`src/rtl/lsq_dcache_scheduler.sv`:
```
// Arbitrates the single D-cache port between the load-queue head and the committed
// store-queue head, one access in flight at a time, with flush-aware load retirement.
module lsq_dcache_scheduler #(
  parameter int unsigned ID_W         = 6,
  parameter int unsigned SQ_W         = 3,
  parameter int unsigned SQ_HIGH      = 6,
  parameter int unsigned STARVE_LIMIT = 4
) (
  input  logic            clk,
  input  logic            rst,
  input  logic            ld_req_valid,
  input  logic [ID_W-1:0] ld_req_id,
  input  logic            ld_bypass,
  input  logic            st_req_valid,
  input  logic [ID_W-1:0] st_req_id,
  input  logic [SQ_W:0]   sq_count,
  input  logic            flush,
  input  logic            dc_ready,
  input  logic            dc_done,
  output logic            dc_req_valid,
  output logic            dc_req_write,
  output logic [ID_W-1:0] dc_req_id,
  output logic            ld_pop,
  output logic            ld_done_valid,
  output logic [ID_W-1:0] ld_done_id,
  output logic            st_pop,
  output logic            st_done_valid,
  output logic            busy
);

  localparam int unsigned CNT_W = $clog2(STARVE_LIMIT + 1);
  localparam logic [SQ_W:0]    SqHigh    = SQ_HIGH[SQ_W:0];
  localparam logic [CNT_W-1:0] StarveMax = STARVE_LIMIT[CNT_W-1:0];

  typedef enum logic [1:0] {
    StIdle,
    StLoad,
    StStore,
    StFlushWait
  } state_e;

  state_e            state_q, state_d;
  logic [ID_W-1:0]   id_q, id_d;
  logic [CNT_W-1:0]  starve_q, starve_d;

  logic store_pick;
  logic load_pick;
  logic idle_grant_ok;
  logic store_accept;
  logic load_grant;

  // Store wins when the queue is filling up, when there is no load, or when loads
  // have hogged the port for STARVE_LIMIT grants in a row.
  assign store_pick = st_req_valid &&
                      (sq_count >= SqHigh || !ld_req_valid || starve_q == StarveMax);
  assign load_pick  = ld_req_valid && !store_pick;

  assign idle_grant_ok = !rst && state_q == StIdle && !flush;
  assign store_accept  = idle_grant_ok && store_pick && dc_ready;
  assign load_grant    = idle_grant_ok && load_pick && (ld_bypass || dc_ready);

  always_ff @(posedge clk) begin
    if (rst) begin
      state_q  <= StIdle;
      id_q     <= '0;
      starve_q <= '0;
    end else begin
      state_q  <= state_d;
      id_q     <= id_d;
      starve_q <= starve_d;
    end
  end

  always_comb begin
    starve_d = starve_q;
    if (store_accept || !st_req_valid) begin
      starve_d = '0;
    end else if (load_grant && starve_q != StarveMax) begin
      starve_d = starve_q + 1'b1;
    end
  end

  always_comb begin
    state_d       = state_q;
    id_d          = id_q;
    dc_req_valid  = 1'b0;
    dc_req_write  = 1'b0;
    dc_req_id     = '0;
    ld_pop        = 1'b0;
    ld_done_valid = 1'b0;
    ld_done_id    = '0;
    st_pop        = 1'b0;
    st_done_valid = 1'b0;
    busy          = 1'b0;

    if (!rst) begin
      busy = (state_q != StIdle);
      unique case (state_q)
        StIdle: begin
          if (!flush) begin
            if (store_pick) begin
              if (dc_ready) begin
                dc_req_valid = 1'b1;
                dc_req_write = 1'b1;
                dc_req_id    = st_req_id;
                id_d         = st_req_id;
                state_d      = StStore;
              end
            end else if (load_pick) begin
              if (ld_bypass) begin
                // Fully forwarded: retire without touching the cache.
                ld_pop        = 1'b1;
                ld_done_valid = 1'b1;
                ld_done_id    = ld_req_id;
              end else if (dc_ready) begin
                dc_req_valid = 1'b1;
                dc_req_id    = ld_req_id;
                id_d         = ld_req_id;
                state_d      = StLoad;
              end
            end
          end
        end
        StLoad: begin
          if (dc_done) begin
            state_d = StIdle;
            if (!flush) begin
              ld_pop        = 1'b1;
              ld_done_valid = 1'b1;
              ld_done_id    = id_q;
            end
          end else if (flush) begin
            state_d = StFlushWait;
          end
        end
        StStore: begin
          // Committed stores are architectural, so flush has no effect here.
          if (dc_done) begin
            st_pop        = 1'b1;
            st_done_valid = 1'b1;
            state_d       = StIdle;
          end
        end
        StFlushWait: begin
          if (dc_done) begin
            state_d = StIdle;
          end
        end
        default: state_d = StIdle;
      endcase
    end
  end

  a_req_needs_ready: assert property (@(posedge clk) disable iff (rst)
    dc_req_valid |-> dc_ready);
  a_ld_pop_with_done: assert property (@(posedge clk) disable iff (rst)
    ld_pop == ld_done_valid);
  a_st_pop_with_done: assert property (@(posedge clk) disable iff (rst)
    st_pop == st_done_valid);
  a_one_event: assert property (@(posedge clk) disable iff (rst)
    $onehot0({dc_req_valid, ld_done_valid, st_done_valid}));

endmodule

```
`config.mk`:
```
export PLATFORM = sky130hd
export DESIGN_NAME = lsq_dcache_scheduler
export DESIGN_NICKNAME = d
export VERILOG_FILES = /design/src/rtl/lsq_dcache_scheduler.sv
export SDC_FILE = /design/constraint.sdc
export NUM_CORES = 1
export LEC_CHECK = 0
export ABC_AREA = 1
export BUFFER_PORTS_ARGS = -buffer_cell sky130_fd_sc_hd__buf_2
export CAP_MARGIN = 25
export CORE_ASPECT_RATIO = 1.2
export CORE_MARGIN = 2
export CORE_UTILIZATION = 52
export CTS_BUF_LIST = sky130_fd_sc_hd__clkbuf_8
export DETAILED_ROUTE_END_ITERATION = 8
export GPL_TIMING_DRIVEN = 0
export PLACE_DENSITY_LB_ADDON = 0.05
export RECOVER_POWER = 50
export SYNTH_ARGS = -nofsm -noshare
export SYNTH_HDL_FRONTEND = slang
export SYNTH_SLANG_ARGS = --single-unit
```
`constraint.sdc`:
```
create_clock -name clk -period 5.1 [get_ports clk]
set_input_delay 0.765 -clock clk [delete_from_list [all_inputs] [get_ports clk]]
set_output_delay 0.765 -clock clk [all_outputs]
set_load 0.005 [all_outputs]
```
### Word level (Yosys, flattened, before mapping)

Cells that the tools add are included.

| storage, ports and cells | value |
|---|---|
| register bits | 11 |
| bits of input ports | 24 |
| output and inout port bits | 19 |
| word-level logic and storage cells | 100 |

| cells by class | value |
|---|---|
| $add $sub $neg | 1 |
| magnitude comparators | 1 |
| eq/ne operators | 15 |
| mux-type cells | 54 |
| bitwise logic cells | 1 |
| reduce and logical (&&, ||, !) cells | 25 |

Operator list:

| operator | count |
|---|---|
| $mux W6 | 20 |
| $mux W1 | 22 |
| $mux W2 | 9 |
| $ne A3 B3 Y1 const B | 6 |
| $pmux W6 S2 | 1 |
| $logic_and A1 B1 Y1 | 9 |
| $reduce_and A7 Y1 | 1 |
| $ne A2 B2 Y1 const B | 3 |
| $pmux W2 S3 | 1 |
| $reduce_and A6 Y1 | 1 |
| $logic_not A1 Y1 | 5 |
| $eq A2 B2 Y1 const B | 2 |
| $ge A4 B3 Y1 const B | 1 |
| $logic_or A1 B1 Y1 | 4 |
| $ne A2 B1 Y1 const B | 2 |
| $reduce_bool A2 Y1 | 2 |
| $reduce_or A2 Y1 | 2 |
| $add A3 B1 Y3 const B | 1 |
| $eq A3 B3 Y1 const B | 1 |
| $eq A2 B1 Y1 const B | 1 |
| $logic_not A2 Y1 | 1 |
| $pmux W1 S2 | 1 |
| $not A1 Y1 | 1 |

### Longest topological paths before layout

Gate-level depths: netlist (run 1).

| depth | value |
|---|---|
| depth in word-level cells | 11 |
| depth in mapped cells | 11 |
| mapped depth without buffers | 11 |

### Worst setup path before layout (run 1)

OpenSTA, ideal clock, no wires.

| path | value |
|---|---|
| path kind | input-to-output |
| start point | input ld_req_valid |
| end point | output ld_pop |
| arrival time | 1.713 ns |
| required time | 4.335 ns |
| slack | 2.622 ns |
| cell stages on the path | 9 |
| path buffers | 1 |
| cell sequence | inv_2 nor2_2 nand3_2 nand2_4 inv_4 nor2_8 nand4_1 a21oi_1 buf_4 |

| between the ends | value |
|---|---|
| word-level cells in the longest chain between the ends | 11 |

RTL lines:

| element | RTL line | RTL |
|---|---|---|
| from (decl) | 11 | `input logic ld_req_valid,` |
| $logic_not A1 Y1 | 55 | `(sq_count >= SqHigh \|\| !ld_req_valid \|\| starve_q == StarveMax);` |
| $logic_or A1 B1 Y1 (2 in a row) | 55 |  |
| $logic_and A1 B1 Y1 | 54 | `assign store_pick = st_req_valid &&` |
| $logic_not A1 Y1 | 56 | `assign load_pick = ld_req_valid && !store_pick;` |
| $logic_and A1 B1 Y1 | 56 |  |
| $mux W1 | - |  |
| $mux W1 * (2 in a row) | - |  |
| $pmux W1 S2 * | - |  |
| $mux W1 * | - |  |
| to (decl) | 23 | `output logic ld_pop,` |

Mark *: on every way between the ends. The rest lies on a longest branch, timed or not.

### Worst setup path after layout (run 1)

| path | value |
|---|---|
| start point | input ld_req_valid |
| end point | output ld_pop |

| between the ends | value |
|---|---|
| word-level cells in the longest chain between the ends | 11 |

RTL lines:

| element | RTL line | RTL |
|---|---|---|
| $logic_not A1 Y1 | 55 |  |
| $logic_or A1 B1 Y1 (2 in a row) | 55 |  |
| $logic_and A1 B1 Y1 | 54 |  |
| $logic_not A1 Y1 | 56 |  |
| $logic_and A1 B1 Y1 | 56 |  |
| $mux W1 | 109 | `end else if (load_pick) begin` |
| $mux W1 * | 101 | `if (store_pick) begin` |
| $mux W1 * | 100 | `if (!flush) begin` |
| $pmux W1 S2 * | 98 | `unique case (state_q)` |
| $mux W1 * | 96 | `if (!rst) begin` |

Marked as above.

==> results of run 1 <==
[registers in the layout (all words and copies together) (netlist names)]
signal,count
starve_q,3
state_q,2
id_q,6
[report_power, final]
group | switching [uW] | internal (uW) | total, uW
sequential | 2.83 | 90.3 | 93.2
clock | 35.2 | 53.8 | 89.0
combinational | 44.0 | 24.2 | 68.2
[cells in the final DEF, fill, tap and decap left out]
| cell | count |
|---|---|
| a21boi_1 | 1 |
| a21oi_1 | 9 |
| buf_1 | 1 |
| buf_2 | 39 |
| buf_4 | 2 |
| clkbuf_1 | 7 |
| clkbuf_8 | 3 |
| clkinv_2 | 1 |
| dfxtp_1 | 11 |
| ha_1 | 2 |
| inv_1 | 21 |
| inv_2 | 5 |
| inv_4 | 1 |
| nand2_1 | 48 |
| nand2_2 | 1 |
| nand2_4 | 1 |
| nand3_1 | 7 |
| nand3_2 | 1 |
| nand3b_1 | 2 |
| nand4_1 | 15 |
| nor2_1 | 20 |
| nor2_2 | 1 |
| nor3_1 | 1 |
| nor3b_2 | 4 |
| nor4_1 | 1 |
| nor4_2 | 1 |
| o211ai_1 | 1 |
| o21ai_0 | 6 |
| o22ai_1 | 2 |
| xor2_1 | 1 |
[routing by layer]
metal	track usage, %	wire length, um	vias to the layer above	part of all wire, %
met4	12.3	38	0	1.4
li1	-	-	648	-
met3	3.69	181	6	6.4
met2	41.3	1410	48	50
met5	0	0	-	0
met1	28.5	1180	581	42
[critical path: cells and delay by family]
kind,cells,cell delay [ps]
AND/OR/NAND/NOR,5,1220
buffers and inverters,5,450
AO/OA/AOI/OAI,1,210
[through the flow]
| step | setup slack, ps | hold WS [ps] | power (uW) | cell area, um^2 | cells |
|---|---|---|---|---|---|
| finish | 1690 | 509 | 250 | 1280 | 236 |
| global route | 1490 | 527 | 265 | 1280 | 236 |
| CTS | 2320 | 514 | 258 | 1340 | 236 |
| detailed placement | 2330 | 498 | 169 | 1290 | 232 |
| global placement | 2350 | 473 | 167 | 1290 | 232 |
| floorplan | 2620 | 463 | 145 | 1070 | 173 |
[cell type report]
cell class	count	area [um^2]
multi-input combinational	125	643
timing repair buffer	39	194
sequential	11	220
clock buffer	3	41.3
tap	20	25.0
inverter	27	104
fill	218	726
clock inverter	1	5.00
buffer	10	46.3
[logic make-up after synthesis]
group,count (synthesis),synth area share (%)
AO/OA/AOI/OAI,19,9.57
XOR/XNOR,1,0.817
adder cells (fa/ha/maj),2,2.33
buffers and inverters,37,15.4
flip-flops,11,20.5
AND/OR/NAND/NOR,103,51.3
[final timing paths]
kind,start,endpoint,slack (ps),cells past startpoint
max,ld_req_valid,ld_pop,1690,11
min,state_q[1],state_q[1],510,2
max reg2reg,starve_q[0],starve_q[1],2920,10
min reg2reg,state_q[1],state_q[1],510,2
==> impl_metrics.json, run 1 <==
{
  "outcome": "complete, no violations",
  "worstSkewPairLatency_ps": 240,
  "yosys.cell_count.top_type": "nand2_1",
  "power.leakage_uw": 0.000710,
  "finalHoldViolCount": 0,
  "synth_top_cell_by_area": "dfxtp_1",
  "drive_gt1_share_pct": 27.8,
  "synth-seq-area-share_pct": 20.5,
  "ys_top_cells_by_count": "47 x nand2_1, 20 x inv_1, 18 x nor2_1",
  "portBuffers": 39,
  "start_util_pct": 53.5,
  "fin_crit_ps": 3410,
  "drv_slew": 0,
  "fmax_ghz": 0.293,
  "netlist_instances": 173,
  "final_core_util_pct": 63.8,
  "synth_cell_types": 32,
  "path_max_fanout": 10,
  "powerDensity_nw_per_um2": 196,
  "synth_top_area_share_pct": 20.5,
  "cts_tree": "built",
  "cts_resized": 0,
  "die_area_um2": 2440,
  "initialDrtViolationCount": 37,
  "rows": 18,
  "arrival_ps": 2640,
  "track_usage_pct": 24.1,
  "synth-seq-cells": 11,
  "drt-vias-per-instance": 5.44,
  "grt_max_degree": 11,
  "grt_pass1_vias": 1088,
  "clock_skew_ps": 4.09,
  "wl_per_cell_um": 11.9,
  "fin_crit_sh_pct": 66.9,
  "dpl.hpwl_mm": 2.17,
  "hold_buffers": 0,
  "drc_errors": 0,
  "synthToLayoutAreaGrowth_pct": 19.3,
  "cp.required_ps": 4340,
  "ys.flop_type": "dfxtp_1",
  "cts-root-buf": "clkbuf_8",
  "dr.pass1.iters": 4,
  "clkSinkCount": 11,
  "nets": 243,
  "cpMaxStageDelayCell": "nor2_1",
  "syn_avg_cell_area_um2": 6.20,
  "grt_pass1_wl_mm": 4.37,
  "netlist_area_um2": 1070,
  "crit_path_max_incr_delay_ps": 660,
  "drt-total-wl_mm": 2.81,
  "die_w_um": 45.5,
  "drv_cap": 0,
  "core_area_um2": 2000,
  "antenna_found_initial": 0,
  "cts.clk_slew.worst_paths_ps": 50,
  "worstHoldPathType": "flip-flop to flip-flop",
  "clockBufferDepth": 2,
  "setup_violations": 0,
  "cts_max_level": 1,
  "grt_setup_unrepaired": "false",
  "slew_headroom_pct": 42.5,
  "gp_congestion": 0.861,
  "synth_nets": 199,
  "drtAntennaViolNets": 0,
  "path_cells": "buf_2 > inv_1 > nor2_1 > nand3_2 > nand2_1 > inv_4 > nor2_1 > nand4_1 > a21oi_1 > buf_4 > buf_2",
  "start_kind": "primary input",
  "post_cts_buffers": 0,
  "ir_worst_vdd_uv": 185,
  "fp.dieH_um": 53.7,
  "grt-ovfl-total": 0,
  "cts_buffers": 3,
  "synth_warnings": 0,
  "diodes": 0,
  "crit_path_end_kind": "primary output",
  "async_reset_ff_share_pct": 0,
  "synth_area_leaders": "dfxtp_1 21%, nand2_1 16%, nand4_1 8.8%",
  "setup_tns_ps": 0,
  "vias": 1283,
  "synth_edf_count": 0,
  "io_pins": 43,
  "path_class": "primary input to primary output",
  "tightest_slew_ps": 859
}
(Power assumes the default switching activity.)
==> run 2: changes to the inputs <==
--- a/config.mk
+++ b/config.mk
@@ -5,12 +5,12 @@
 export SDC_FILE = /design/constraint.sdc
 export NUM_CORES = 1
 export LEC_CHECK = 0
-export ABC_AREA = 1
+export ABC_AREA = 0
 export BUFFER_PORTS_ARGS = -buffer_cell sky130_fd_sc_hd__buf_2
 export CAP_MARGIN = 25
 export CORE_ASPECT_RATIO = 1.2
 export CORE_MARGIN = 2
-export CORE_UTILIZATION = 52
+export CORE_UTILIZATION = 47
 export CTS_BUF_LIST = sky130_fd_sc_hd__clkbuf_8
 export DETAILED_ROUTE_END_ITERATION = 8
 export GPL_TIMING_DRIVEN = 0
==> constraint.sdc (replaced) <==
create_clock -name clk -period 3.3 [get_ports clk]
set_input_delay 0.495 -clock clk [delete_from_list [all_inputs] [get_ports clk]]
set_output_delay 0.495 -clock clk [all_outputs]
set_load 0.005 [all_outputs]
==> run 2 against run 1 <==
Wire length decreased by 23%; core utilization increased by 4.1 points; clock-buffer cell count unchanged; total power increased by 38%; clock power increased by 48%; flip-flop and latch count unchanged; first-iteration DRC count decreased by 89%; critical path type is now flip-flop to primary output; highest routed layer unchanged.
==> impl_metrics.json, run 2 <==
{
  "fin_crit_sh_pct": 86.0,
  "crit_family": "simple AND/OR/NAND/NOR gates",
  "track_usage_pct": 21.4,
  "nets": 177,
  "yosys.cell_count.top_type": "inv_1",
  "crit_path_max_incr_delay_ps": 620,
  "fmax_ghz": 0.352,
  "grt-ovfl-total": 0,
  "ff_latch_area_um2": 220,
  "dpl.hpwl_mm": 1.72,
  "cts_buffers": 3,
  "cpMaxStageDelayCell": "nor4b_1",
  "fillers": 171,
  "antenna_found_initial": 0,
  "grt_pass1_wl_mm": 3.63,
  "slew_headroom_pct": 50.9,
  "synth_warnings": 0,
  "drt-total-wl_mm": 2.15,
  "crit_path_end_kind": "primary output",
  "netlist_instances": 103,
  "multiInputGateArea_um2": 559,
  "clockBufferDepth": 2,
  "clkSinkCount": 11,
  "drv_cap": 0,
  "grt_max_degree": 11,
  "ys.flop_type": "dfxtp_1",
  "netlist_area_um2": 857,
  "cts_resized": 0,
  "final_common_cell": "buf_2",
  "setup_tns_ps": 0,
  "mostFrequentLayoutCells": "40 x buf_2, 14 x inv_1, 12 x a22o_1",
  "synth_top_area_share_pct": 25.7,
  "async_reset_ff_share_pct": 0,
  "finalHoldViolCount": 0,
  "cts-root-buf": "clkbuf_8",
  "drc_errors": 0,
  "dr.pass1.iters": 4,
  "rows": 16,
  "clock_skew_ps": 1.25,
  "path_class": "flip-flop to primary output",
  "whs_path_depth": 2,
  "ir_worst_vdd_uv": 288,
  "synth_top_cell_by_area": "dfxtp_1",
  "drt-vias-per-instance": 5.51,
  "post_cts_buffers": 0,
  "cts_tree": "built",
  "synth_nets": 129,
  "vias": 926,
  "synthToLayoutAreaGrowth_pct": 33.1,
  "synth_area_leaders": "dfxtp_1 26%, a22o_1 12%, mux2i_1 9.3%",
  "largest_reg_flops": 6,
  "grt_pass1_vias": 881,
  "fp.dieH_um": 50.8,
  "initialDrtViolationCount": 4,
  "worstSkewPairLatency_ps": 240,
  "synth_cell_types": 33,
  "fin_crit_ps": 2840,
  "placed_cell_area_um2": 1100,
  "outcome": "complete, no violations",
  "drv_slew": 0,
  "portBuffers": 41,
  "reg_top3": "id_q (6), starve_q (3), state_q (2)",
  "io_pins": 43,
  "die_area_um2": 2180,
  "hold_buffers": 0,
  "synth-seq-cells": 11,
  "cp_num_buf_inv": 4,
  "cp.required_ps": 2800,
  "r2r_cells": 7,
  "arrival_ps": 2340,
  "setup_violations": 0,
  "worstHoldPathType": "flip-flop to flip-flop",
  "synth_edf_count": 0,
  "drive_gt1_share_pct": 38.0,
  "gp_congestion": 0.758,
  "ys_top_cells_by_count": "13 x inv_1, 12 x a22o_1, 11 x dfxtp_1",
  "core_area_um2": 1680,
  "cts.clk_slew.worst_paths_ps": 50,
  "synth-seq-area-share_pct": 25.7,
  "drtAntennaViolNets": 0,
  "power.leakage_uw": 0.000545,
  "syn_avg_cell_area_um2": 8.32,
  "top_register": "id_q",
  "cts_max_level": 1,
  "tightest_slew_ps": 730,
  "wl_per_cell_um": 12.8,
  "start_kind": "flip-flop",
  "start_util_pct": 51.0,
  "final_core_util_pct": 67.9,
  "path_max_fanout": 5,
  "diodes": 0,
  "powerDensity_nw_per_um2": 304,
  "path_cells": "inv_1 > ha_1 > nand2_1 > a31oi_1 > nor4b_1 > clkdlybuf4s15_2 > or2_2 > buf_4 > buf_2",
  "final_area_um2": 1140,
  "die_w_um": 43.0,
  "worst-path-stages": 9,
  "grt_setup_unrepaired": "false"
}
run 2: cell types whose count changed in the layout (fill, tap and decap cells not counted), sizes merged, moves of 4 or more:
cell	change
o21ai	-5
or2	+8
nand3	-4
nor3b	-4
mux2i	+8
nor2	-14
nand2	-46
a22o	+12
nand4	-15
a21oi	-6
a221oi	+6
inv	-13
run 2: worst paths after layout:
check / start / endpoint / slack, ps
worst max-delay path: starve_q[0] / ld_pop / 460
worst min-delay path: id_q[0] / id_q[0] / 470
worst max register to register: starve_q[0] / id_q[5] / 1300
worst min register to register: id_q[0] / id_q[0] / 470
run 2: kinds of logic (layout without fill, tap and decap cells):
logic type	count (synthesis)	after routing	share of synthesized area, %
muxes	8	8	9.34
and+or+nand+nor	36	36	26.7
AOI/OAI and AO/OA	28	28	26.4
DFF	11	11	25.7
buffers and inverters	18	65	8.90
adders and majority gates	2	2	2.92
run 2: cell type report:
type                       count  share of cell area, %
multi-input combinational     74                   49.0
sequential                    11                   19.3
timing repair buffer          43                   19.2
inverter                      13                   4.28
clock buffer                   3                   3.62
buffer                         5                   2.30
tap                           18                   1.97
clock inverter                 1                  0.329
run 2: layer usage:
metal | vias to the layer above | track usage (%) | routed length, um
met3 | 4 | 2.88 | 142
met2 | 31 | 41.7 | 1090
met4 | 0 | 7.58 | 21
met1 | 417 | 22.9 | 899
met5 | - | 0 | 0
li1 | 474 | - | -
run 2: per-stage QoR:
stage | cells | total power (uW) | worst slack (ps) | hold slack, ps
after floorplan | 103 | 187 | 959 | 447
after global placement | 162 | 216 | 321 | 456
after detailed placement | 164 | 218 | 618 | 464
after CTS | 168 | 348 | 449 | 471
after global routing | 168 | 362 | 262 | 497
final | 168 | 347 | 461 | 466
run 2: power breakdown:
part | total (uW) | internal (uW) | switching [uW] | leakage (uW)
Clock | 132 | 81.6 | 50.0 | 0.0000269
Sequential | 143 | 139 | 3.83 | 0.0000895
Combinational | 72.3 | 34.1 | 38.3 | 0.000428
Total | 347 | 255 | 92.1 | 0.000545
run 2: worst reg2reg max path, delay by kind of cell, from the launching register on:
family	cells	cell delay, ps
adders and majority gates	1	140
muxes	1	160
and+or+nand+nor	1	80
buffers and inverters	2	610
AOI/OAI and AO/OA	2	610
DFF	1	320
==> run 3: changes to the inputs <==
--- a/config.mk
+++ b/config.mk
@@ -16,6 +16,7 @@
 export GPL_TIMING_DRIVEN = 0
 export PLACE_DENSITY_LB_ADDON = 0.05
 export RECOVER_POWER = 50
+export SETUP_SLACK_MARGIN = 0.5
 export SYNTH_ARGS = -nofsm -noshare
 export SYNTH_HDL_FRONTEND = slang
 export SYNTH_SLANG_ARGS = --single-unit
==> run 3 against run 2 <==
Sequential share of layout area unchanged; largest cell class unchanged; via count rose by 0.22%; worst setup slack worse by 1.6 ps; highest routed layer unchanged; critical endpoint unchanged; clock power is essentially flat; clock skew is the same; global-route usage did not move; first-iteration DRC count stayed put; critical path type unchanged.
==> impl_metrics.json, run 3 (synthesized netlist as in run 2, its figures left out) <==
{
  "outcome": "complete, no violations",
  "crit_path_end_kind": "primary output",
  "hold_buffers": 0,
  "nets": 177,
  "cts.clk_slew.worst_paths_ps": 50,
  "grt_max_degree": 11,
  "rr_startpoint": "starve_q[0]",
  "setup_tns_ps": 0,
  "p_sw_uw": 92.1,
  "dpl.hpwl_mm": 1.72,
  "start_kind": "flip-flop",
  "mostFrequentLayoutCells": "40 x buf_2, 14 x inv_1, 12 x a22o_1",
  "initialDrtViolationCount": 4,
  "cts_tree": "built",
  "drv_cap": 0,
  "cts_max_level": 1,
  "fmax_ghz": 0.352,
  "ir_worst_vdd_uv": 288,
  "power_frac_clock_pct": 38.0,
  "grt_pass1_vias": 885,
  "start_util_pct": 51.0,
  "diodes": 0,
  "dr.pass1.iters": 4,
  "cts_buffers": 3,
  "r2r_cells": 7,
  "largest_reg_flops": 6,
  "drt-vias-per-instance": 5.52,
  "power.leakage_uw": 0.000545,
  "drt-total-wl_mm": 2.15,
  "drv_slew": 0,
  "core_area_um2": 1680,
  "finalNonFillerCells": 168,
  "cts-root-buf": "clkbuf_8",
  "die_w_um": 43.0,
  "grt_setup_unrepaired": "false",
  "p_int_uw": 255,
  "clock_skew_ps": 1.25,
  "worstSkewPairLatency_ps": 240,
  "grt-ovfl-total": 0,
  "grt_pass1_wl_mm": 3.63,
  "tightest_slew_ps": 730,
  "antenna_found_initial": 0,
  "min_from": "id_q[0]",
  "io_pins": 43,
  "r2r_setup_slack_ps": 1300,
  "fin_crit_sh_pct": 86.1,
  "setup_violations": 0,
  "path_max_fanout": 5,
  "drtAntennaViolNets": 0,
  "clockBufferDepth": 2,
  "clkSinkCount": 11,
  "rr_endpoint": "id_q[5]",
  "netSwitchingFraction_pct": 26.6,
  "path_class": "flip-flop to primary output",
  "min_to": "id_q[0]",
  "top_register": "id_q",
  "fp.dieH_um": 50.8,
  "fillers": 171,
  "reg_top3": "id_q (6), starve_q (3), state_q (2)",
  "synthToLayoutAreaGrowth_pct": 33.1,
  "portBuffers": 41,
  "wl_per_cell_um": 12.8,
  "whs_path_depth": 2,
  "track_usage_pct": 21.4,
  "cp.required_ps": 2800,
  "powerDensity_nw_per_um2": 304,
  "final_common_cell": "buf_2",
  "die_area_um2": 2180,
  "drive_gt1_share_pct": 38.0,
  "arrival_ps": 2350,
  "seqPwrFrac_pct": 41.2,
  "vias": 928,
  "gp_congestion": 0.758,
  "finalHoldViolCount": 0,
  "pwr-share-comb_pct": 20.9,
  "drc_errors": 0,
  "place_inst": 164,
  "slew_headroom_pct": 50.9,
  "rows": 16,
  "fin_crit_ps": 2840,
  "worstHoldPathType": "flip-flop to flip-flop"
}
[run 3: cell counts in the layout (fill, tap and decap cells not counted)]
Identical to the previous run, type by type.
[run 3: worst max-delay path, stage by stage, from the launching register on]
cell and delay [ps]:
dfxtp_1 350, inv_1 70, ha_1 180, nand2_1 100
a31oi_1 140, nor4b_1 620, clkdlybuf4s15_2 340, or2_2 120
buf_4 90, buf_2 90
[run 3: how the worst max path moves through the flow]
stage / start / end / slack (ps) / cells past startpoint
2_1_floorplan: sq_count[3] / ld_pop / 960 / 5
3_3_place_gp: sq_count[3] / ld_pop / 320 / 7
3_5_place_dp: sq_count[3] / ld_pop / 620 / 8
4_1_cts: starve_q[0] / ld_pop / 660 / 9
5_1_grt: starve_q[0] / ld_pop / 260 / 9
6_report: starve_q[0] / ld_pop / 460 / 9
[run 3: timing repair]
action | in CTS | in global routing
setup endpoints to repair | 1 | 0
setup buffers | 0 | 0
resized for setup | 1 | 0
[run 3: power groups by stage]
stage	Combinational [uW]	Sequential [uW]	Clock [uW]
finish	72.4	143	132
global route	81.6	143	137
CTS	74.1	143	132
detailed placement	73.3	145	0
global placement	70.9	145	0
floorplan	42.3	144	0
[run 3: final cells by class]
cell class              instances  area, um^2  area share [%]
flip-flops and latches         11         220            19.3
clock buffers                   3        41.3            3.62
plain buffers                   5        26.3            2.30
multi-input cells              74         559            49.0
well taps                      18        22.5            1.97
repair buffers                 43         219            19.2
clock inverters                 1        3.75           0.329
inverters                      13        48.8            4.28
[run 3: stage by stage]
stage               area [um^2]  power (uW)  hold WS (ps)  util (%)  setup WS, ps
floorplan                   857         187           447         -           959
global placement           1080         216           456      64.5           321
detailed placement         1100         218           464      65.5           618
CTS                        1150         349           471      68.5           661
global route               1140         362           497      67.9           262
finish                     1140         347           466      67.9           459
[run 3: metal layers]
layer | global-route usage (%) | vias to the layer above | share of wire (%) | wire, um
met2 | 41.7 | 31 | 50 | 1090
li1 | - | 475 | - | -
met1 | 22.9 | 418 | 42 | 900
met3 | 2.88 | 4 | 6.6 | 142
met4 | 7.58 | 0 | 0.98 | 21
met5 | 0 | - | 0 | 0
